==> config.mk <==
export PLATFORM = sky130hd
export DESIGN_NAME = alu_seq_flat
export DESIGN_NICKNAME = d
export VERILOG_FILES = /design/src/rtl/alu_seq_if.sv /design/src/rtl/alu_seq.sv /design/src/flat_wrapper.sv
export SDC_FILE = /design/constraint.sdc
export NUM_CORES = 1
export LEC_CHECK = 0
export BUFFER_PORTS_ARGS = -buffer_cell sky130_fd_sc_hd__buf_2
export CORE_ASPECT_RATIO = 0.9
export CORE_UTILIZATION = 45
export CTS_CLUSTER_DIAMETER = 120
export DETAILED_ROUTE_END_ITERATION = 6
export PLACE_DENSITY = 0.61
export SYNTH_ARGS = -nofsm -noshare
export SYNTH_HDL_FRONTEND = slang
export SYNTH_SLANG_ARGS = --single-unit
==> constraint.sdc <==
create_clock -name clk -period 4.9 [get_ports clk]
set_input_delay 0.49 -clock clk [delete_from_list [all_inputs] [get_ports clk]]
set_output_delay 0.49 -clock clk [all_outputs]
set_load 0.02 [all_outputs]
==> src/rtl/alu_seq_if.sv <==
// Request/result handshake bundle for alu_seq: operands and opcode in,
// registered result and flags out, each side with its own valid/ready pair.
interface alu_seq_if #(
  parameter int N = 32
);
  logic         in_valid;
  logic         in_ready;
  logic [N-1:0] a;
  logic [N-1:0] b;
  logic         c_in;
  logic [2:0]   ALUOp;
  logic         out_valid;
  logic         out_ready;
  logic [N-1:0] overall_out;
  logic         c_out;
  logic         zero;
  logic         ovf;

  modport master (
    output in_valid, a, b, c_in, ALUOp, out_ready,
    input  in_ready, out_valid, overall_out, c_out, zero, ovf
  );

  modport slave (
    input  in_valid, a, b, c_in, ALUOp, out_ready,
    output in_ready, out_valid, overall_out, c_out, zero, ovf
  );
endinterface

==> src/rtl/alu_seq.sv <==
// Handshaked ALU: single-cycle logic/arithmetic ops, iterative shift-add
// unsigned multiply, result and flags held until downstream accepts them.
module alu_seq #(
  parameter int N = 32
) (
  input  logic      clk,
  input  logic      rst_n,
  alu_seq_if.slave  bus
);
  localparam int CW = $clog2(N);

  typedef enum logic {S_IDLE, S_MUL} state_e;
  typedef enum logic [2:0] {
    OP_MOV = 3'b000, OP_NOT = 3'b001, OP_ADD = 3'b010, OP_SUB = 3'b011,
    OP_OR  = 3'b100, OP_AND = 3'b101, OP_SLT = 3'b110, OP_MUL = 3'b111
  } op_e;

  state_e         state_q, state_d;
  logic [N-1:0]   res_q, res_d;
  logic           cout_q, cout_d;
  logic           ovf_q, ovf_d;
  logic           valid_q, valid_d;
  logic [2*N-1:0] mcand_q, mcand_d;
  logic [N-1:0]   mplr_q, mplr_d;
  logic [2*N-1:0] acc_q, acc_d;
  logic [CW-1:0]  cnt_q, cnt_d;
  logic [2*N-1:0] acc_sum;
  logic           in_ready;

  op_e          op;
  logic [N:0]   add_w, sub_w;
  logic [N-1:0] alu_res;
  logic         alu_co, alu_ov;

  assign op = op_e'(bus.ALUOp);

  always_comb begin
    add_w   = {1'b0, bus.a} + {1'b0, bus.b} + (N+1)'(bus.c_in);
    sub_w   = {1'b0, bus.a} + {1'b0, ~bus.b} + (N+1)'(1);
    alu_res = '0;
    alu_co  = 1'b0;
    alu_ov  = 1'b0;
    case (op)
      OP_MOV: alu_res = bus.a;
      OP_NOT: alu_res = ~bus.a;
      OP_ADD: begin
        alu_res = add_w[N-1:0];
        alu_co  = add_w[N];
        alu_ov  = (bus.a[N-1] == bus.b[N-1]) && (add_w[N-1] != bus.a[N-1]);
      end
      OP_SUB: begin
        alu_res = sub_w[N-1:0];
        alu_co  = sub_w[N];
        alu_ov  = (bus.a[N-1] != bus.b[N-1]) && (sub_w[N-1] != bus.a[N-1]);
      end
      OP_OR:  alu_res = bus.a | bus.b;
      OP_AND: alu_res = bus.a & bus.b;
      OP_SLT: alu_res = {{(N-1){1'b0}}, ($signed(bus.a) < $signed(bus.b))};
      default: alu_res = '0;
    endcase
  end

  always_comb begin
    state_d  = state_q;
    res_d    = res_q;
    cout_d   = cout_q;
    ovf_d    = ovf_q;
    valid_d  = valid_q;
    mcand_d  = mcand_q;
    mplr_d   = mplr_q;
    acc_d    = acc_q;
    cnt_d    = cnt_q;
    acc_sum  = acc_q;
    in_ready = 1'b0;
    case (state_q)
      S_IDLE: begin
        in_ready = !valid_q || bus.out_ready;
        if (valid_q && bus.out_ready) valid_d = 1'b0;
        if (bus.in_valid && in_ready) begin
          if (op == OP_MUL) begin
            mcand_d = {{N{1'b0}}, bus.a};
            mplr_d  = bus.b;
            acc_d   = '0;
            cnt_d   = '0;
            state_d = S_MUL;
          end else begin
            res_d   = alu_res;
            cout_d  = alu_co;
            ovf_d   = alu_ov;
            valid_d = 1'b1;
          end
        end
      end
      S_MUL: begin
        // Multiplicand shifts left, multiplier right: bit i of b adds a<<i.
        acc_sum = mplr_q[0] ? acc_q + mcand_q : acc_q;
        acc_d   = acc_sum;
        mcand_d = mcand_q << 1;
        mplr_d  = mplr_q >> 1;
        cnt_d   = cnt_q + 1'b1;
        if (cnt_q == CW'(N-1)) begin
          res_d   = acc_sum[N-1:0];
          cout_d  = |acc_sum[2*N-1:N];
          ovf_d   = 1'b0;
          valid_d = 1'b1;
          cnt_d   = '0;
          state_d = S_IDLE;
        end
      end
      default: state_d = S_IDLE;
    endcase
  end

  always_ff @(posedge clk or negedge rst_n) begin
    if (!rst_n) begin
      state_q <= S_IDLE;
      res_q   <= '0;
      cout_q  <= 1'b0;
      ovf_q   <= 1'b0;
      valid_q <= 1'b0;
      mcand_q <= '0;
      mplr_q  <= '0;
      acc_q   <= '0;
      cnt_q   <= '0;
    end else begin
      state_q <= state_d;
      res_q   <= res_d;
      cout_q  <= cout_d;
      ovf_q   <= ovf_d;
      valid_q <= valid_d;
      mcand_q <= mcand_d;
      mplr_q  <= mplr_d;
      acc_q   <= acc_d;
      cnt_q   <= cnt_d;
    end
  end

  assign bus.in_ready    = in_ready;
  assign bus.out_valid   = valid_q;
  assign bus.overall_out = res_q;
  assign bus.c_out       = cout_q;
  assign bus.ovf         = ovf_q;
  assign bus.zero        = (res_q == '0);
endmodule

==> src/flat_wrapper.sv <==
// flat-port wrapper written by rule: the top's interface ports become plain ports
module alu_seq_flat 
#(
  parameter int N = 32
)
  (clk, rst_n, bus_in_valid, bus_a, bus_b, bus_c_in, bus_ALUOp, bus_out_ready, bus_in_ready, bus_out_valid, bus_overall_out, bus_c_out, bus_zero, bus_ovf);
  alu_seq_if #(.N(N)) bus_i ();
  input  logic clk;
  input  logic rst_n;
  input wire logic [$bits(bus_i.in_valid)-1:0] bus_in_valid;
  input wire logic [$bits(bus_i.a)-1:0] bus_a;
  input wire logic [$bits(bus_i.b)-1:0] bus_b;
  input wire logic [$bits(bus_i.c_in)-1:0] bus_c_in;
  input wire logic [$bits(bus_i.ALUOp)-1:0] bus_ALUOp;
  input wire logic [$bits(bus_i.out_ready)-1:0] bus_out_ready;
  output wire logic [$bits(bus_i.in_ready)-1:0] bus_in_ready;
  output wire logic [$bits(bus_i.out_valid)-1:0] bus_out_valid;
  output wire logic [$bits(bus_i.overall_out)-1:0] bus_overall_out;
  output wire logic [$bits(bus_i.c_out)-1:0] bus_c_out;
  output wire logic [$bits(bus_i.zero)-1:0] bus_zero;
  output wire logic [$bits(bus_i.ovf)-1:0] bus_ovf;
  assign bus_i.in_valid = bus_in_valid;
  assign bus_i.a = bus_a;
  assign bus_i.b = bus_b;
  assign bus_i.c_in = bus_c_in;
  assign bus_i.ALUOp = bus_ALUOp;
  assign bus_i.out_ready = bus_out_ready;
  assign bus_in_ready = bus_i.in_ready;
  assign bus_out_valid = bus_i.out_valid;
  assign bus_overall_out = bus_i.overall_out;
  assign bus_c_out = bus_i.c_out;
  assign bus_zero = bus_i.zero;
  assign bus_ovf = bus_i.ovf;
  alu_seq #(.N(N)) u_core (.clk(clk), .rst_n(rst_n), .bus(bus_i));
endmodule
After elaboration in Yosys (flattened, before gate mapping)
Cells that the tools add are included.
Operators by class
  add/subtract/negate cells: 6
  $mul: 0
  div/mod/pow operators: 0
  $lt $le $gt $ge: 1
  eq/ne operators: 16
  bitwise operators: 5
  mux-type cells: 39
  reductions and logical operators: 11
  shifts and indexed selects: 0
Operator list (count)
  64-bit two-way mux: 5
  64-bit case mux with 2 select lines: 2
  32-bit case mux with 7 select lines: 1
  32-bit two-way mux: 5
  32-bit case mux with 2 select lines: 2
  32-bit by 32-bit adder with 33-bit output: 2
  64-bit adder: 1
  32-bit inverter: 2
  33-bit by 1-bit adder with 33-bit output: 1
  33-bit by 1-bit adder with 33-bit output, second input constant: 1
  32-bit bitwise AND: 1
  32-bit logical NOT: 1
  32-bit less-than comparator: 1
  32-bit OR: 1
  32-bit OR reduction: 1
  5-bit two-way mux: 3
  1-bit two-way mux: 14
  3-bit equality test, second input constant: 4
  1-bit case mux with 2 select lines: 6
  5-bit case mux with 2 select lines: 1
  3-bit by 2-bit equality test with 1-bit output, second input constant: 2
  5-bit by 1-bit adder with 5-bit output, second input constant: 1
  5-bit equality test, second input constant: 1
  1-bit logical AND: 4
  other kinds (11): 15
Storage, ports and cells
  ROM bits: 0
  input port bits: 72
  register bits: 201
  bits in writable memories: 0
  output and inout bits: 37
  memories: 0
  latch bits: 0

Longest topological paths before layout
Gate-level depths: netlist (run 1).
  depth in word-level cells: 9
  depth in mapped cells: 16

Worst setup path before layout (run 1)
No wires, ideal clock.
  kind: in2reg
  from: in bus_c_in
  to: reg u_core.res_q[28] (netlist: u_core.bus.overall_out[28])
  data arrival time: 3.340 ns
  path slack: 1.424 ns
  stages: 14
  required time: 4.764 ns
  buffers on the path: 0
  path through: fa_1 > inv_1 > fa_1 > nand2b_1 > a2111oi_0 > nor3_1 > a211oi_1 > or4_1 > a21bo_2 > a21o_1 > a21o_1 > xnor2_1 > a221oi_1 > o21ai_0
Between the ends
  cells in the longest elaborated chain, start to end: 5
RTL lines
  start: declaration: RTL line flat_wrapper.sv:13  | input wire logic [$bits(bus_i.c_in)-1:0] bus_c_in;
  33-bit by 1-bit adder with 33-bit output: RTL line alu_seq.sv:38  | add_w = {1'b0, bus.a} + {1'b0, bus.b} + (N+1)'(bus.c_in);
  32-bit case mux with 7 select lines: RTL line alu_seq.sv:43  | case (op)
  32-bit two-way mux: RTL line alu_seq.sv:80  | if (op == OP_MUL) begin
  32-bit two-way mux: RTL line alu_seq.sv:79  | if (bus.in_valid && in_ready) begin
  32-bit case mux with 2 select lines: RTL line alu_seq.sv:75  | case (state_q)
  end signal: assignment: RTL line alu_seq.sv:127  | res_q <= res_d;
  end: declaration: RTL line alu_seq.sv:19  | logic [N-1:0] res_q, res_d;
No other way between the ends. The select of a mux whose other input is x is not followed.
A chain may end at the register's enable or synchronous reset.

Final worst setup path (run 1)
  from: reg u_core.mcand_q[0]
  to: reg u_core.cout_q (netlist: u_core.bus.c_out)
Between the ends
  cells in the longest elaborated chain, start to end: 5
RTL lines
  start: declaration: RTL line alu_seq.sv:23  | logic [2*N-1:0] mcand_q, mcand_d;
  start signal: assignment: RTL line alu_seq.sv:131  | mcand_q <= mcand_d;
  64-bit adder: RTL line alu_seq.sv:96  | acc_sum = mplr_q[0] ? acc_q + mcand_q : acc_q;
  64-bit two-way mux: RTL line alu_seq.sv:96
  32-bit OR reduction: RTL line alu_seq.sv:103  | cout_d = |acc_sum[2*N-1:N];
  1-bit two-way mux: RTL line alu_seq.sv:101  | if (cnt_q == CW'(N-1)) begin
  1-bit case mux with 2 select lines: RTL line alu_seq.sv:75
  end signal: assignment: RTL line alu_seq.sv:128  | cout_q <= cout_d;
  end: declaration: RTL line alu_seq.sv:20  | logic cout_q, cout_d;
No other way between the ends. The select of a mux whose other input is x is not followed.

==> metrics.txt, run 1 <==
drt first pass iters=5; vias in the first global route=17120; reg2reg path depth=15; row cnt=69; Worst Path Arrival=a little under 5 ns; number of remaining DRC errors=0; WL/cell=~23 um; Max Clk Rate=0.2210 GHz; Final GP Congestion=between 1 and 1.5; port bufs=between 100 and 150; Seq pwr share=0.297; Core Box Area=between 30000 and 40000 um^2; Yosys warnings=0; Primary FF master, synth=dfrtp_1; post-CTS resize count=0; largest cells by area after synthesis=dfrtp_1, ha_1, a21oi_1; IO Pins=~110; Sequential cell area=a little over 5000 um^2; Sink Count=~200; share of cells above drive strength 1=0.09135; die height=194.0 um; cell taking the most area after synthesis=dfrtp_1; Place WS=approximately 0.3 ns; Synth top area share=0.2728; WP buf/inv=1; Setup Skew=approximately 0.021 ns; Seq cells post-synth=201; NetSw=between 4 and 5 mW; Area Growth Syn to Fin=9.135%; CP max stage cell=a211oi_4; Worst Hold Class=in2async; Final period util=0.9234; CP peak stage delay=roughly 0.6 ns; Netlist cell types=79; pin count of the biggest net entering global routing=between 100 and 150; Max Root-Sink Buffers=3; Layout Nets=about 2700; Synth Cell Area=18440 um^2; post-synthesis sequential area ratio=0.2728; Die Area=41780 um^2; initial antenna violation count=0; post-CTS setup buffer count=0; met1 wire length=33400 um; final WL=between 60000 and 70000 um; Die X-Extent=about 220 um; pwr dens=between 400 and 500 nW/um^2; Post-synth EDFFs=0; Max VDD drop=between 0.0003 and 0.0004 V; final-report setup violation count=0; CTS tree=yes; status=finished, final reports clean; routed length on met3=between 5000 and 6000 um; RSZ-0062 raised after global routing=false; commonest non-fill, non-tap cell in the layout=nand2_1; GRT Residual Overflow=0; critical path, cell by cell=ha_1 -> inv_1 -> fa_1 -> nand2b_1 -> a21oi_1 -> o21ai_0 -> a21oi_1 -> o211ai_1 -> a211oi_4 -> o221ai_1 -> a31oi_1 -> nor4bb_1 -> nand4_1 -> nor4_2 -> o211ai_1; clock latency on the worst-skew pair=~0.56 ns; Slew headroom=0.3415; Clock power frac=0.188; post-synthesis net count=2691; vias=18640; most frequent cells in the layout=nand2_1, a21oi_1, o21ai_0; footprint of the multi-input gates=about 12000 um^2; pin slew with the least headroom to its limit=about 1 ns; Final WS setup=0.3752 ns; asr flop ratio synth=1.000; first-pass GRT wire length=105500 um; Hold Vio Cnt, Final=0; CP top delay family=compound AO/OA/AOI/OAI gates; diode count=0; Antenna Nets Post-Route=0; setup TNS=0 ns; cell-internal power=~5.2 mW; Clock Pin Slew Worst Setup and Hold Paths=0.06 ns; Fill cells=approximately 4000; Mapped Avg Cell Area=about 7.5 um^2; Mapped Cells=2454; CP required=about 5.3 ns; top layer reached by signal wires=met4; critical register-to-register path startpoint=u_core.mcand_q[0]$_DFFE_PN0P_; hpwl dp=about 52000 um; Num CTS Buffers=26; Final Max Tran Viols=0; Combinational Power Share=0.515; Starting Density=0.4622; # hold bufs at CTS=0; CP max FO=7; # H-tree levels=1; R2R Path End=u_core.bus.c_out$_DFFE_PN0P_; drt via density=approximately 6.2; switching share of total power=0.4772; initial DRC count=between 2000 and 2500; FF-to-FF setup slack=roughly 0.38 ns; max-cap violations=0; clock root cell=clkbuf_16; Worst Setup End Kind=register; startpoint types=register; leakage power=around 9 nW; minimum clock period=roughly 4.5 ns; Met2 Routed Length=~28000 um; critical path type=reg2reg; GRT Total Usage=0.3232
per-layer routing:
layer  vias up  global-route usage
li1       8804                   -
met1      8996              0.4950
met2       742              0.4669
met3        99             0.05224
met4         0             0.07854
met5         -                   0
how the worst max path moves through the flow:
stage                                        from                                endpoint  cells after the start
floorplan                                bus_c_in  u_core.bus.overall_out[28]$_DFFE_PN0P_                     14
global placement    u_core.mcand_q[0]$_DFFE_PN0P_            u_core.bus.c_out$_DFFE_PN0P_                     15
detailed placement  u_core.mcand_q[0]$_DFFE_PN0P_            u_core.bus.c_out$_DFFE_PN0P_                     15
CTS                 u_core.mcand_q[0]$_DFFE_PN0P_            u_core.bus.c_out$_DFFE_PN0P_                     15
global route        u_core.mcand_q[0]$_DFFE_PN0P_            u_core.bus.c_out$_DFFE_PN0P_                     15
finish              u_core.mcand_q[0]$_DFFE_PN0P_            u_core.bus.c_out$_DFFE_PN0P_                     15
sequential cells by signal, indices dropped and copies added, names as in the netlist:
register,flops
u_core.acc_q,64
u_core.mcand_q,64
u_core.bus.overall_out,32
u_core.mplr_q,32
u_core.cnt_q,5
u_core.bus.c_out,1
u_core.bus.out_valid,1
u_core.bus.ovf,1
u_core.state_q,1
power by group through the flow:
stage	registers, mW	logic, mW	clock network [mW]
final	2.95	5.13	1.87
after global routing	3.02	5.63	1.97
after CTS	2.93	5.02	1.91
after detailed placement	2.95	4.99	0
after global placement	2.92	4.95	0
after floorplan	2.84	3.48	0
Yosys cell counts, types with 25 or more instances:
| library cell | n |
|---|---|
| clkbuf_1 | 119 |
| xnor2_1 | 57 |
| o21a_1 | 25 |
| nand2_1 | 319 |
| a21o_1 | 61 |
| a21oi_1 | 297 |
| o21bai_1 | 29 |
| ha_1 | 161 |
| nor2_1 | 231 |
| nor3_1 | 37 |
| dfrtp_1 | 201 |
| o21ai_0 | 251 |
| nand3_1 | 35 |
| a211oi_1 | 41 |
| inv_1 | 122 |
| nand4_1 | 36 |
| mux2i_1 | 27 |
final cells by class:
class / instances / area share
multi-input combinational: 1971 / 0.6136
sequential: 201 / 0.2502
timing repair buffer: 136 / 0.03924
clock buffer: 36 / 0.03825
tap: 532 / 0.03308
inverter: 123 / 0.02295
clock inverter: 7 / 0.002674
cells by family after synthesis:
| logic type | share of synthesized area |
|---|---|
| compound gates | 0.2949 |
| xor+xnor | 0.03848 |
| fa+ha+maj | 0.1136 |
| buf+inv | 0.05905 |
| flops | 0.2728 |
| mux | 0.02952 |
| simple gates | 0.1916 |
worst reg2reg max path, cell delays in order, from the launching register on:
cell and delay, ns:
dfrtp_1 0.37, ha_1 0.21, inv_1 0.07, fa_1 0.40, nand2b_1 0.18, a21oi_1 0.22, o21ai_0 0.19, a21oi_1 0.58
o211ai_1 0.30, a211oi_4 0.59, o221ai_1 0.23, a31oi_1 0.31, nor4bb_1 0.34, nand4_1 0.15, nor4_2 0.17, o211ai_1 0.11
through the flow:
step	instances	total power [mW]	util	hold WS (ns)	instance area (um^2)
CTS	3006	9.857	0.5042	0.07948	20110
global route	3006	10.62	0.5044	0.08937	20120
finish	3006	9.954	0.5044	0.005811	20120
global placement	2963	7.874	0.4836	0.4647	19290
floorplan	2454	6.321	-	0.1944	18440
detailed placement	2963	7.941	0.4836	0.4736	19290
No activity file was read; power rests on OpenSTA's default activity.
==> run 2, diff against run 1 <==
--- a/config.mk
+++ b/config.mk
@@ -5,6 +5,7 @@
 export SDC_FILE = /design/constraint.sdc
 export NUM_CORES = 1
 export LEC_CHECK = 0
+export ABC_AREA = 1
 export BUFFER_PORTS_ARGS = -buffer_cell sky130_fd_sc_hd__buf_2
 export CORE_ASPECT_RATIO = 0.9
 export CORE_UTILIZATION = 45
==> run 2 against run 1 <==
Fmax grew 27%. Die area is 13% higher. Total power up 6.1%. Global-route usage up 4.8 points. Via count grew 24%. Register-to-register slack better by 0.96 ns. Critical path depth is 6 higher. Clock-buffer cell count shrank 1. Sequential share of layout area is 3.0 points lower. Routed wire length is 29% higher. Worst hold slack improved by 0.20 ns. Sequential cell count did not move. Largest cell class unchanged.
==> metrics.txt, run 2 <==
setup TNS=0 ns; clock latency on the worst-skew pair=between 0.5 and 0.6 ns; Hold Startpoint=bus_b[6]; Critical Path Most Common Cell=nand2_1; minimum clock period=between 3 and 4 ns; CP peak stage delay=between 0.4 and 0.5 ns; vias in the first global route=roughly 22000; placed cells=slightly above 4000; xor/xnor cell area share of the yosys netlist=0.008366; Starting Density=0.4587; Sink Count=roughly 200; die height=a little over 200 um; reg2reg path depth=21; Compound-Gate Fraction of Synth Area=0.1734; Synth Cell Area=20940 um^2; hpwl dp=between 70000 and 80000 um; drt first pass iters=6; Slew headroom=0.3238; hold_ws=about 0.2 ns; Worst Setup SP=u_core.acc_q[0]$_DFFE_PN0P_; pin count of the biggest net entering global routing=81; asr flop ratio synth=1.000; port bufs=108; Final period util=0.7269; most frequent cells after synthesis=nand2_1, inv_1, nor2_1, dfrtp_1, nand3_1; FF-to-FF setup slack=around 1.3 ns; Final WS setup=between 1 and 1.5 ns; GRT Residual Overflow=0; initial antenna violation count=4; # H-tree levels=1; Max VDD drop=roughly 0.00026 V; first-pass GRT wire length=133000 um; cell taking the most area after synthesis=dfrtp_1; Num CTS Buffers=27; row cnt=74; Worst Path Arrival=4.01 ns; critical path type=reg2reg; final-report setup violation count=0; CTS tree=yes; clock root cell=clkbuf_16; Setup Skew=between 0.01 and 0.015 ns; Seq cells post-synth=201; post-synthesis sequential area ratio=0.2402; WL/cell=approximately 21 um; Place WS=around 1.4 ns; worst hold stages=3; critical path, cell by cell=ha_1 -> inv_1 -> fa_1 -> inv_1 -> nand3_1 -> nand2_2 -> nand2_1 -> nand2_1 -> nand2_1 -> nand3_2 -> nand2_1 -> nand3_1 -> nand3_1 -> nand2_1 -> nand2_1 -> nor2_1 -> nand2_1 -> nor2_1 -> nand3_1 -> nand2_1 -> nand2_1; Post-synth EDFFs=0; Synth top area share=0.2402; Synth Area in Simple Gates=0.3359; Tot Pwr=10.56 mW; pin slew with the least headroom to its limit=1.013 ns; vias=23050; initial DRC count=between 2000 and 2500; CP max FO=4; final WL=roughly 88000 um; IO Pins=around 110; CP max stage cell=fa_1; commonest non-fill, non-tap cell in the layout=nand2_1; Max Root-Sink Buffers=3; most common cell in the netlist=nand2_1; post-synthesis net count=around 3700; share of cells above drive strength 1=0.07993; Area Growth Syn to Fin=9.155%; Final Max Tran Viols=0; Netlist cell types=64; critical register-to-register path startpoint=u_core.acc_q[0]$_DFFE_PN0P_; RSZ-0062 raised after global routing=false; Mapped Cells=about 3500; Hold Vio Cnt, Final=0; max-cap violations=0; Yosys warnings=0; CP required=between 5 and 6 ns; Mapped Avg Cell Area=between 6 and 7 um^2; CP endpoint=u_core.bus.c_out$_DFFE_PN0P_; Synth Area in Adders=0.1000; GRT Total Usage=0.3709; Worst Hold Class=in2reg; startpoint types=register; largest cells by area after synthesis=dfrtp_1, nand2_1, inv_1; Layout Nets=~3700; Antenna Nets Post-Route=0; largest family of logic cells by synthesized area=simple AND/OR/NAND/NOR gates; Worst Setup End Kind=register; Primary FF master, synth=dfrtp_1; Die Area=about 47000 um^2; Core Box Area=approximately 46000 um^2; Clock Pin Slew Worst Setup and Hold Paths=~0.06 ns; final cell count without fillers=4137; multiplexer share of the synthesized area=0; number of remaining DRC errors=0; Final GP Congestion=1.045; pwr dens=around 460 nW/um^2; Max Clk Rate=0.2807 GHz; R2R Path End=u_core.bus.c_out$_DFFE_PN0P_; leakage power=roughly 12 nW; post-CTS resize count=0; Top Registers=u_core.acc_q (64), u_core.mcand_q (64); drt via density=between 5 and 6; status=finished, final reports clean; most frequent cells in the layout=nand2_1, inv_1, nor2_1; Die X-Extent=around 230 um
## run 2: changes by cell type after synthesis, sizes merged, moves of 59 or more
cell   delta
nand2   +769
nand3   +163
a21oi   -111
nor2     +93
o21ai    -60
inv     +537
a21o     -59
## run 2: metal layers
metal | share of wire | up-vias | global-route usage
met5 | 0.00070 | - | 0
met2 | 0.42 | 975 | 0.5598
met3 | 0.095 | 153 | 0.08201
met4 | 0.032 | 4 | 0.1124
met1 | 0.46 | 10810 | 0.5262
li1 | - | 11110 | -
## run 2: logic make-up after synthesis
logic type,Yosys count
buffers and inverters,776
and+or+nand+nor,1694
AOI/OAI and AO/OA,612
DFF,201
xor gates and xnor gates,20
adders and majority gates,165
## run 2: how the worst min path moves through the flow
stage,slack [ns],to
6_report,0.21,u_core.mplr_q[6]$_DFFE_PN0P_
4_1_cts,0.19,u_core.mplr_q[6]$_DFFE_PN0P_
5_1_grt,0.22,u_core.mplr_q[6]$_DFFE_PN0P_
3_5_place_dp,0.47,u_core.mplr_q[31]$_DFFE_PN0P_
3_3_place_gp,0.47,u_core.mplr_q[31]$_DFFE_PN0P_
2_1_floorplan,0.19,u_core.acc_q[0]$_DFFE_PN0P_
## run 2: final cells by class
cell class,count,area [um^2]
Inverter,661,2489
Clock inverter,14,151.4
Fill cell,4855,22790
Tap cell,608,760.7
Clock buffer,35,755.7
Multi-Input combinational cell,2491,12930
Sequential cell,201,5035
Antenna cell,1,2.502
Timing Repair Buffer,126,725.7
## run 2: per-stage QoR
step / utilization / area, um^2
2_1_floorplan: - / 20940
3_3_place_gp: 0.4805 / 21930
3_5_place_dp: 0.4805 / 21930
4_1_cts: 0.5006 / 22850
5_1_grt: 0.5006 / 22850
6_report: 0.5007 / 22850
## run 2: timing repair
item,in CTS,in global routing
buffers inserted,0,0
endpoints found under the hold margin,77,0
hold buffers,1,0
## run 2: worst max-delay path: cells and delay by family (launching register included)
kind | cells | cell delay (ns)
flip-flops | 1 | 0.37
adder cells (fa/ha/maj) | 2 | 0.65
buffers and inverters | 2 | 0.20
AND/OR/NAND/NOR | 17 | 2.22
## run 2: power by group
part | switching [mW] | total (mW) | internal (mW)
clock | 0.863 | 2.06 | 1.20
sequential | 0.473 | 2.68 | 2.20
combinational | 4.03 | 5.82 | 1.79
total | 5.37 | 10.6 | 5.20
